==> config.mk <==
export PLATFORM = sky130hd
export DESIGN_NAME = pu_fifo_stream_out
export DESIGN_NICKNAME = d
export VERILOG_FILES = /design/src/rtl/pu_fifo_pkg.sv /design/src/rtl/pu_skid2.sv /design/src/rtl/pu_fifo_stream_out.sv
export SDC_FILE = /design/constraint.sdc
export NUM_CORES = 1
export LEC_CHECK = 0
export CAP_MARGIN = 25
export CORE_MARGIN = 3
export CORE_UTILIZATION = 50
export CTS_BUF_LIST = sky130_fd_sc_hd__clkbuf_4 sky130_fd_sc_hd__clkbuf_8 sky130_fd_sc_hd__clkbuf_16
export DETAILED_ROUTE_END_ITERATION = 10
export PLACE_DENSITY = 0.8
export SLEW_MARGIN = 25
export SYNTH_ARGS = -nofsm -noshare
export SYNTH_HDL_FRONTEND = slang
export SYNTH_SLANG_ARGS = --single-unit
==> constraint.sdc <==
create_clock -name clk -period 2.4 [get_ports clk]
set_clock_uncertainty 0.1 [all_clocks]
set_input_delay 0.72 -clock clk [delete_from_list [all_inputs] [get_ports clk]]
set_output_delay 0.72 -clock clk [all_outputs]
set_load 0.01 [all_outputs]
==> src/rtl/pu_fifo_pkg.sv <==
// Shared constants for the pu_fifo stream-out slice.
//   ATTR_INVALID    : attribute bit index flagging a word the upstream FIFO returned without data
//   DEF_DATA_WIDTH  : default data word width
//   DEF_ATTR_WIDTH  : default attribute width
//   DEF_FIFO_SIZE   : default depth of the upstream pu_fifo
package pu_fifo_pkg;

  localparam int unsigned ATTR_INVALID   = 0;
  localparam int unsigned DEF_DATA_WIDTH = 32;
  localparam int unsigned DEF_ATTR_WIDTH = 4;
  localparam int unsigned DEF_FIFO_SIZE  = 3;

endpackage

==> src/rtl/pu_skid2.sv <==
// Two-entry in-order buffer holding data + attribute words.
// Ports:
//   clk, rst              : clock, asynchronous active-low reset
//   push, push_data/attr  : write a word (ignored when full unless popping in the same cycle)
//   pop                   : remove the head word (ignored when empty)
//   head_data, head_attr  : oldest stored word (zero after reset)
//   empty, full           : occupancy flags
module pu_skid2
  import pu_fifo_pkg::*;
#(
  parameter int unsigned DATA_WIDTH = DEF_DATA_WIDTH,
  parameter int unsigned ATTR_WIDTH = DEF_ATTR_WIDTH
) (
  input  logic                  clk,
  input  logic                  rst,
  input  logic                  push,
  input  logic [DATA_WIDTH-1:0] push_data,
  input  logic [ATTR_WIDTH-1:0] push_attr,
  input  logic                  pop,
  output logic [DATA_WIDTH-1:0] head_data,
  output logic [ATTR_WIDTH-1:0] head_attr,
  output logic                  empty,
  output logic                  full
);

  logic [DATA_WIDTH-1:0] data0_q, data0_d, data1_q, data1_d;
  logic [ATTR_WIDTH-1:0] attr0_q, attr0_d, attr1_q, attr1_d;
  logic [1:0]            cnt_q, cnt_d;
  logic                  do_push, do_pop;

  assign empty = (cnt_q == 2'd0);
  assign full  = (cnt_q == 2'd2);

  always_comb begin
    data0_d = data0_q;
    data1_d = data1_q;
    attr0_d = attr0_q;
    attr1_d = attr1_q;
    cnt_d   = cnt_q;
    do_pop  = pop && !empty;
    // A full buffer still accepts a word when the head leaves in the same cycle.
    do_push = push && (!full || do_pop);
    case ({do_push, do_pop})
      2'b10: begin
        if (empty) begin
          data0_d = push_data;
          attr0_d = push_attr;
        end else begin
          data1_d = push_data;
          attr1_d = push_attr;
        end
        cnt_d = cnt_q + 2'd1;
      end
      2'b01: begin
        data0_d = data1_q;
        attr0_d = attr1_q;
        cnt_d   = cnt_q - 2'd1;
      end
      2'b11: begin
        if (cnt_q == 2'd1) begin
          data0_d = push_data;
          attr0_d = push_attr;
        end else begin
          data0_d = data1_q;
          attr0_d = attr1_q;
          data1_d = push_data;
          attr1_d = push_attr;
        end
      end
      default: ;
    endcase
  end

  always_ff @(posedge clk or negedge rst) begin
    if (!rst) begin
      data0_q <= '0;
      data1_q <= '0;
      attr0_q <= '0;
      attr1_q <= '0;
      cnt_q   <= 2'd0;
    end else begin
      data0_q <= data0_d;
      data1_q <= data1_d;
      attr0_q <= attr0_d;
      attr1_q <= attr1_d;
      cnt_q   <= cnt_d;
    end
  end

  assign head_data = data0_q;
  assign head_attr = attr0_q;

endmodule

==> src/rtl/pu_fifo_stream_out.sv <==
// Drains an upstream pu_fifo into a valid/ready stream.
// Tracks the upstream occupancy from a tap of its write strobe, issues one read at a time,
// captures the returned word one cycle later into a 2-entry skid buffer and presents it.
// Ports:
//   clk, rst              : clock, asynchronous active-low reset
//   fifo_wr_tap           : copy of the upstream write strobe
//   fifo_oe               : read strobe to the upstream FIFO
//   fifo_data, fifo_attr  : upstream read data, valid one cycle after fifo_oe
//   m_valid, m_ready      : stream handshake
//   m_data, m_attr        : stream word
//   overflow, underrun    : sticky error flags
// Build option PU_FIFO_STREAM_OUT_STATS_EN adds xfer_cnt (wrapping) and drop_cnt (saturating).
module pu_fifo_stream_out
  import pu_fifo_pkg::*;
#(
  parameter int unsigned DATA_WIDTH = DEF_DATA_WIDTH,
  parameter int unsigned ATTR_WIDTH = DEF_ATTR_WIDTH,
  parameter int unsigned FIFO_SIZE  = DEF_FIFO_SIZE
) (
  input  logic                  clk,
  input  logic                  rst,
  input  logic                  fifo_wr_tap,
  output logic                  fifo_oe,
  input  logic [DATA_WIDTH-1:0] fifo_data,
  input  logic [ATTR_WIDTH-1:0] fifo_attr,
  output logic                  m_valid,
  input  logic                  m_ready,
  output logic [DATA_WIDTH-1:0] m_data,
  output logic [ATTR_WIDTH-1:0] m_attr,
  output logic                  overflow,
  output logic                  underrun
`ifdef PU_FIFO_STREAM_OUT_STATS_EN
  ,
  output logic [15:0]           xfer_cnt,
  output logic [7:0]            drop_cnt
`endif
);

  localparam int unsigned     OccW   = $clog2(FIFO_SIZE + 1);
  localparam logic [OccW-1:0] OccMax = OccW'(FIFO_SIZE);

  logic [OccW-1:0] occ_q, occ_d;
  logic            rd_pend_q;
  logic            overflow_q, overflow_d;
  logic            underrun_q;
  logic            buf_empty, buf_full;
  logic            cap_push, cap_drop, xfer;

  // Only one read is ever in flight, so "buffered + in-flight < 2" reduces to the buffer having
  // room and no read pending. Depends on state only, never on m_ready.
  assign fifo_oe = (occ_q != '0) && !rd_pend_q && !buf_full;

  assign cap_drop = rd_pend_q && fifo_attr[ATTR_INVALID];
  assign cap_push = rd_pend_q && !fifo_attr[ATTR_INVALID];
  assign xfer     = m_valid && m_ready;

  always_comb begin
    occ_d      = occ_q;
    overflow_d = overflow_q;
    if (fifo_wr_tap && !fifo_oe) begin
      if (occ_q == OccMax) begin
        overflow_d = 1'b1;
      end else begin
        occ_d = occ_q + 1'b1;
      end
    end else if (!fifo_wr_tap && fifo_oe) begin
      occ_d = occ_q - 1'b1;
    end
  end

  always_ff @(posedge clk or negedge rst) begin
    if (!rst) begin
      occ_q      <= '0;
      rd_pend_q  <= 1'b0;
      overflow_q <= 1'b0;
      underrun_q <= 1'b0;
    end else begin
      occ_q      <= occ_d;
      rd_pend_q  <= fifo_oe;
      overflow_q <= overflow_d;
      underrun_q <= underrun_q | cap_drop;
    end
  end

  pu_skid2 #(
    .DATA_WIDTH(DATA_WIDTH),
    .ATTR_WIDTH(ATTR_WIDTH)
  ) u_skid (
    .clk      (clk),
    .rst      (rst),
    .push     (cap_push),
    .push_data(fifo_data),
    .push_attr(fifo_attr),
    .pop      (xfer),
    .head_data(m_data),
    .head_attr(m_attr),
    .empty    (buf_empty),
    .full     (buf_full)
  );

  assign m_valid  = !buf_empty;
  assign overflow = overflow_q;
  assign underrun = underrun_q;

`ifdef PU_FIFO_STREAM_OUT_STATS_EN
  logic [15:0] xfer_cnt_q;
  logic [7:0]  drop_cnt_q;

  always_ff @(posedge clk or negedge rst) begin
    if (!rst) begin
      xfer_cnt_q <= 16'd0;
      drop_cnt_q <= 8'd0;
    end else begin
      if (xfer) begin
        xfer_cnt_q <= xfer_cnt_q + 16'd1;
      end
      if (cap_drop && (drop_cnt_q != 8'hff)) begin
        drop_cnt_q <= drop_cnt_q + 8'd1;
      end
    end
  end

  assign xfer_cnt = xfer_cnt_q;
  assign drop_cnt = drop_cnt_q;
`endif

endmodule

==> implementation parameters, run 1 <==
Parameter                              Value

Critical path
  Required time reported for the critical path endpoint    2.53 ns
  Data arrival time of the worst path    2.40 ns
  Kind of capture point of the worst setup path    flop
  Crit path max fanout    31
  Startpoint type of the worst setup path    input pin
  CP Class    input pin to flop

Power and ir drop
  Worst vdd ir    0.000592 V
  Leakage power    2.10 nW
  Ratio of total power to cell area    1360 mW/mm²

Synthesis
  Cell taking the most area after synthesis    sky130_fd_sc_hd__dfrtp_1
  Register bit count reported by yosys    79
  Cell with the most instances after synthesis    sky130_fd_sc_hd__dfrtp_1
  Synthesized area    0.00372 mm²
  Fraction of synthesized cell area taken by the top area cell type    0.531
  Total nets after synthesis    380
  Cells after Synth    337
  Most frequently used flop master after synthesis    sky130_fd_sc_hd__dfrtp_1
  Synthesis Warnings    0
  Synth top cells by count    sky130_fd_sc_hd__dfrtp_1 (79), sky130_fd_sc_hd__nand2_1 (51), sky130_fd_sc_hd__mux2_2 (35)
  Synth Area per Inst    11.0 µm²
  Share of flip-flops with an asynchronous set or reset    1.00
  Number of flops mapped to enable cells by yosys    0
  Biggest area contributors in the synthesized netlist    sky130_fd_sc_hd__dfrtp_1 (53%), sky130_fd_sc_hd__mux2_2 (11%), sky130_fd_sc_hd__nand2_1 (5.1%)
  Share of the yosys chip area belonging to registers    0.531
  Count of unique library cells instantiated by Yosys    35

Global route
  Via count of the first global-routing pass    3146
  Overall routing resource usage    0.227
  Wire length of the first global-routing pass    15.4 mm
  Grt total ovfl    0
  Largest net degree at the start of global routing    40
  Initial antenna violation count    0

Clock tree
  Post-CTS clock slew at the launch and capture registers of the worst setup and hold paths    0.09 ns
  Deepest level of the CTS H-tree    3
  Root Buffer    sky130_fd_sc_hd__clkbuf_8
  Maximum clock insertion buffer count    2
  Clock network latency to the later pin of the worst-skew pair    0.35 ns
  Hold buffer count at CTS    0
  CTS tree    done
  Number of buffers added by the clock tree synthesis step    9
  CTS sink count    79

Floorplanning
  Effective utilization at floorplan    0.530
  Std-Cell Core Area    0.00702 mm²
  Total die area    0.00851 mm²
  Die height    92.3 µm
  Number of core rows    30
  I/O Pins    80
  Floorplan die width    92.3 µm

Finish
  Proportion of layout cells with a drive suffix above 1    0.200
  FILL cells    522
  Count of placed standard cells in the final layout, fillers left out    532
  # diodes    0
  Post-synthesis to final-layout area growth    36.1%
  Sequential Area    0.00198 mm²
  Combined area of the multi-input logic cells    0.00163 mm²
  Number of nets in the final layout    474

STA
  Final critical delay including setup and external delays    2.27 ns
  Achievable frequency    0.440 GHz
  Final hold violation count    0
  Slew margin rel.    0.663
  Final Cycle Share    0.947
  Worst hold slack    0.238 ns
  Worst Tran Pin Value    0.505 ns
  Setup repair after global routing missed its margin    no
  Slew Limit Fails    0
  Final Setup Violations    0

Route
  Total routed wirelength    8.93 mm
  DRC    0
  Via count    2975
  Post-DR vias/cell    5.59
  DRT iter0 DRCs    151
  Total iterations of the first detailed-routing run    4
  Average routed wire per standard cell    16.8 µm
  Remaining antenna violation count    0

Place
  Placed instance count    515
  Final weighted congestion of routability-driven global placement    0.844
  Number of port buffers    79
  Post-detail-place hpwl    6.02 mm

Hold path
  Worst Hold Class    input pin to asynchronous set/reset pin

Run
  Max-cap check violation count    0

Outcome
  Status    complete, no violations
==> cells in the final DEF, fill, tap and decap left out, types with 3 or more instances in the layout <==
master	Yosys	layout
sky130_fd_sc_hd__bufinv_16	0	4
sky130_fd_sc_hd__buf_12	0	5
sky130_fd_sc_hd__o221ai_1	15	15
sky130_fd_sc_hd__clkbuf_8	0	10
sky130_fd_sc_hd__a21oi_1	16	16
sky130_fd_sc_hd__and2_1	4	4
sky130_fd_sc_hd__a31oi_1	18	18
sky130_fd_sc_hd__o2bb2ai_1	3	3
sky130_fd_sc_hd__nor2b_1	4	4
sky130_fd_sc_hd__o22ai_1	3	3
sky130_fd_sc_hd__inv_1	4	4
sky130_fd_sc_hd__mux2_2	35	35
sky130_fd_sc_hd__o21ai_0	5	5
sky130_fd_sc_hd__o21a_1	15	15
sky130_fd_sc_hd__nand2_1	51	50
sky130_fd_sc_hd__dfrtp_1	79	79
sky130_fd_sc_hd__mux2_1	3	3
sky130_fd_sc_hd__clkdlybuf4s50_1	0	76
sky130_fd_sc_hd__nor2_1	21	21
sky130_fd_sc_hd__buf_4	0	23
sky130_fd_sc_hd__mux2i_1	15	15
==> repair_timing <==
| item | CTS | global route |
|---|---|---|
| gates resized for setup | 5 | 2 |
| setup endpoints to repair | 2 | 1 |
| pin swaps | 0 | 1 |
| setup buffers | 1 | 0 |
==> kinds of logic after synthesis <==
family                   after synthesis  share of synthesized area
buffers and inverters                 27                     0.0377
multiplexers                          53                      0.155
AO/OA/AOI/OAI                         83                      0.159
adder cells (fa/ha/maj)                3                     0.0101
AND/OR/NAND/NOR                       91                      0.104
flip-flops                            79                      0.531
XOR/XNOR                               1                    0.00235
==> worst paths after layout <==
path	start	end	slack [ns]	cells past startpoint
setup / recovery	fifo_attr[0]	u_skid.data1_q[2]$_DFFE_PN0P_	0.13	5
hold / removal	rst	u_skid.head_data[15]$_DFFE_PN0P_	0.24	1
max in group asynchronous	rst	u_skid.data1_q[27]$_DFFE_PN0P_	1.41	2
min in group clk	underrun$_DFF_PN0_	underrun$_DFF_PN0_	0.36	1
setup reg to reg	u_skid.cnt_q[0]$_DFFE_PN0P_	u_skid.data1_q[2]$_DFFE_PN0P_	0.18	7
hold reg to reg	underrun$_DFF_PN0_	underrun$_DFF_PN0_	0.36	1
==> critical path: stages <==
cell                              delay, ns
sky130_fd_sc_hd__clkdlybuf4s50_1       0.41
sky130_fd_sc_hd__nand2b_1              0.20
sky130_fd_sc_hd__a2111oi_4             0.44
sky130_fd_sc_hd__buf_12                0.26
sky130_fd_sc_hd__mux2_2                0.36
==> layer usage <==
| layer | routed length (µm) | vias up | GRT usage |
|---|---|---|---|
| met3 | 357 | 18 | 0.0427 |
| met4 | 150 | 0 | 0.0941 |
| met2 | 4380 | 75 | 0.365 |
| met5 | 0 | - | 0 |
| met1 | 4050 | 1481 | 0.304 |
| li1 | - | 1401 | - |
==> metrics by stage <==
step                      total power, mW  worst slack (ns)  area, µm²   util  TNS [ns]
after floorplan                      4.21            0.0505       3720      -         0
after global placement               5.39            -0.182       4770  0.680     -9.25
after detailed placement             5.54            -0.222       4770  0.680     -10.0
after CTS                            6.95            0.0224       5070  0.722         0
after global routing                 7.39            0.0505       5070  0.722         0
final                                6.91             0.127       5070  0.722         0
==> registers in the layout (all words and copies together) (netlist names) <==
| signal | cells |
|---|---|
| u_skid.head_attr | 4 |
| u_skid.head_data | 32 |
| u_skid.cnt_q | 2 |
| u_skid.data1_q | 32 |
| overflow | 1 |
| rd_pend_q | 1 |
| occ_q | 2 |
| u_skid.attr1_q | 4 |
| underrun | 1 |
==> where the power goes <==
| group | total [mW] | internal [mW] | switching, mW |
|---|---|---|---|
| sequential | 2.39 | 1.99 | 0.405 |
| clock | 1.34 | 0.834 | 0.509 |
| combinational | 3.18 | 1.73 | 1.45 |
==> area by class of cell <==
class | instances | area share
clock inverters | 6 | 0.0277
inverters | 4 | 0.00296
repair buffers | 106 | 0.207
flip-flops and latches | 79 | 0.390
well taps | 96 | 0.0237
clock buffers | 10 | 0.0272
multi-input cells | 231 | 0.322
No activity file was read; power rests on OpenSTA's default activity.
==> inputs of run 2 (changes only) <==
CORE_UTILIZATION = 51   (was 50)
PLACE_DENSITY = not set   (was 0.8)
PLACE_DENSITY_LB_ADDON = 0.25   (was not set)
==> implementation parameters, run 2 (synthesis gave the netlist of run 1 again) <==
Parameter                              Value

Route
  Total iterations of the first detailed-routing run    4
  Total routed wirelength    8.56 mm
  Post-DR vias/cell    5.62
  Via count    2974
  Remaining antenna violation count    0
  Average routed wire per standard cell    16.2 µm
  DRT iter0 DRCs    150
  DRC    0

Finish
  Count of placed standard cells in the final layout, fillers left out    529
  Post-synthesis to final-layout area growth    35.1%
  Leading cell type in the layout, fill and taps excluded    sky130_fd_sc_hd__dfrtp_1
  # diodes    0
  FILL cells    499
  Number of nets in the final layout    471
  Highest-count cells in the layout ignoring fill and taps    sky130_fd_sc_hd__dfrtp_1 (79), sky130_fd_sc_hd__clkdlybuf4s50_1 (76), sky130_fd_sc_hd__nand2_1 (50)
  Post-route core utilization    0.724
  Proportion of layout cells with a drive suffix above 1    0.192

Global route
  Largest net degree at the start of global routing    48
  Wire length of the first global-routing pass    14.8 mm
  Overall routing resource usage    0.217
  Grt total ovfl    0
  Initial antenna violation count    0
  Via count of the first global-routing pass    3118

STA
  Worst hold slack    0.300 ns
  Slew margin rel.    0.565
  Final Cycle Share    0.960
  Achievable frequency    0.434 GHz
  Slew Limit Fails    0
  Final hold violation count    0
  Worst Tran Pin Value    0.653 ns
  Final critical delay including setup and external delays    2.30 ns
  Final Setup Violations    0
  Minimum setup slack in the final design    0.0971 ns

Critical path
  Startpoint type of the worst setup path    flop
  Required time reported for the critical path endpoint    1.58 ns
  Data arrival time of the worst path    1.48 ns
  CP Class    flop to output pin
  Crit path max fanout    2
  Kind of capture point of the worst setup path    output pin

Floorplanning
  I/O Pins    80
  Std-Cell Core Area    0.00694 mm²
  Total die area    0.00836 mm²
  Number of core rows    30
  Die height    91.4 µm
  Floorplan die width    91.4 µm
  Effective utilization at floorplan    0.536

Power and ir drop
  Ratio of total power to cell area    1320 mW/mm²
  Clock network fraction of total power    0.169
  NetSw    2.31 mW
  Relative contribution of combinational cells to total power    0.471
  Worst vdd ir    0.000749 V
  Internal cell power    4.33 mW
  Sw Share    0.348
  Final total power    6.64 mW
  Fraction of power consumed by sequential logic    0.360
  Leakage power    2.07 nW

Place
  Post-detail-place hpwl    5.79 mm
  Placed instance count    512
  Final weighted congestion of routability-driven global placement    0.802
  Dpl ws    -0.240 ns
  Number of port buffers    79

Clock tree
  Deepest level of the CTS H-tree    3
  CTS tree    done
  Maximum clock insertion buffer count    2
  Clock network latency to the later pin of the worst-skew pair    0.34 ns
  CTS sink count    79
  Post-CTS clock slew at the launch and capture registers of the worst setup and hold paths    0.09 ns
  Number of buffers added by the clock tree synthesis step    9
  Root Buffer    sky130_fd_sc_hd__clkbuf_8

Run
  Max-cap check violation count    0

Outcome
  Status    complete, no violations

Hold path
  Worst Hold Class    input pin to asynchronous set/reset pin
==> run 2: stage by stage <==
step / instance area (µm²) / setup TNS [ns]
floorplan: 3720 / 0
global placement: 4780 / -11.80
detailed placement: 4780 / -13.35
CTS: 5020 / 0
global route: 5030 / -0.00588
finish: 5030 / 0
==> run 2: cell type report <==
type                       count  area, µm²  share of cell area
timing repair buffer         103       1070               0.212
inverter                       4       15.0             0.00299
tap                           96        120              0.0239
clock buffer                  10        138              0.0274
clock inverter                 6       92.6              0.0184
multi-input combinational    231       1620               0.322
sequential                    79       1980               0.393
==> run 2: critical path: stages (launching register included) <==
cell and delay, ns:
sky130_fd_sc_hd__dfrtp_1 0.37, sky130_fd_sc_hd__inv_1 0.07, sky130_fd_sc_hd__ha_1 0.22, sky130_fd_sc_hd__nor3_2 0.20, sky130_fd_sc_hd__dlygate4sd2_1 0.29
==> run 2: metal layers <==
layer / vias up / routed length (µm) / GRT usage
li1: 1391 / - / -
met1: 1488 / 3700 / 0.280
met2: 79 / 4220 / 0.356
met3: 16 / 460 / 0.0514
met4: 0 / 172 / 0.0817
met5: - / 0 / 0
==> run 2: what timing repair did <==
| action | CTS | global route |
|---|---|---|
| buffers inserted | 1 | 0 |
| hold endpoints to repair | 0 | 0 |
| endpoints found under the setup margin | 2 | 1 |
| gates resized for setup | 3 | 1 |
| hold buffers | 0 | 0 |
==> run 2: path summary, 6_finish.rpt <==
kind                       slack, ns                                to                        start  cells after the start
setup / recovery                 0.1                           fifo_oe  u_skid.cnt_q[0]$_DFFE_PN0P_                      4
hold / removal                  0.30  u_skid.head_data[12]$_DFFE_PN0P_                          rst                      1
setup reg to reg                0.24    u_skid.data1_q[30]$_DFFE_PN0P_  u_skid.cnt_q[0]$_DFFE_PN0P_                      7
hold reg to reg                 0.38              overflow$_DFFE_PN0P_         overflow$_DFFE_PN0P_                      1
max in group asynchronous       1.35    u_skid.data1_q[20]$_DFFE_PN0P_                          rst                      2
min in group clk                0.38              overflow$_DFFE_PN0P_         overflow$_DFFE_PN0P_                      1
==> run 2: power by group through the flow <==
stage	clock (mW)	combinational, mW	sequential [mW]
after floorplan	0	1.75	2.46
after global placement	0	3.03	2.37
after detailed placement	0	3.13	2.41
after CTS	1.14	3.16	2.38
after global routing	1.21	3.42	2.48
final	1.12	3.13	2.39
==> inputs of run 3 (changes only) <==
ABC_CLOCK_PERIOD_IN_PS = 2400   (was not set)
==> results of run 3 <==
No change in the layout: final DEF, timing and power equal those of run 2.
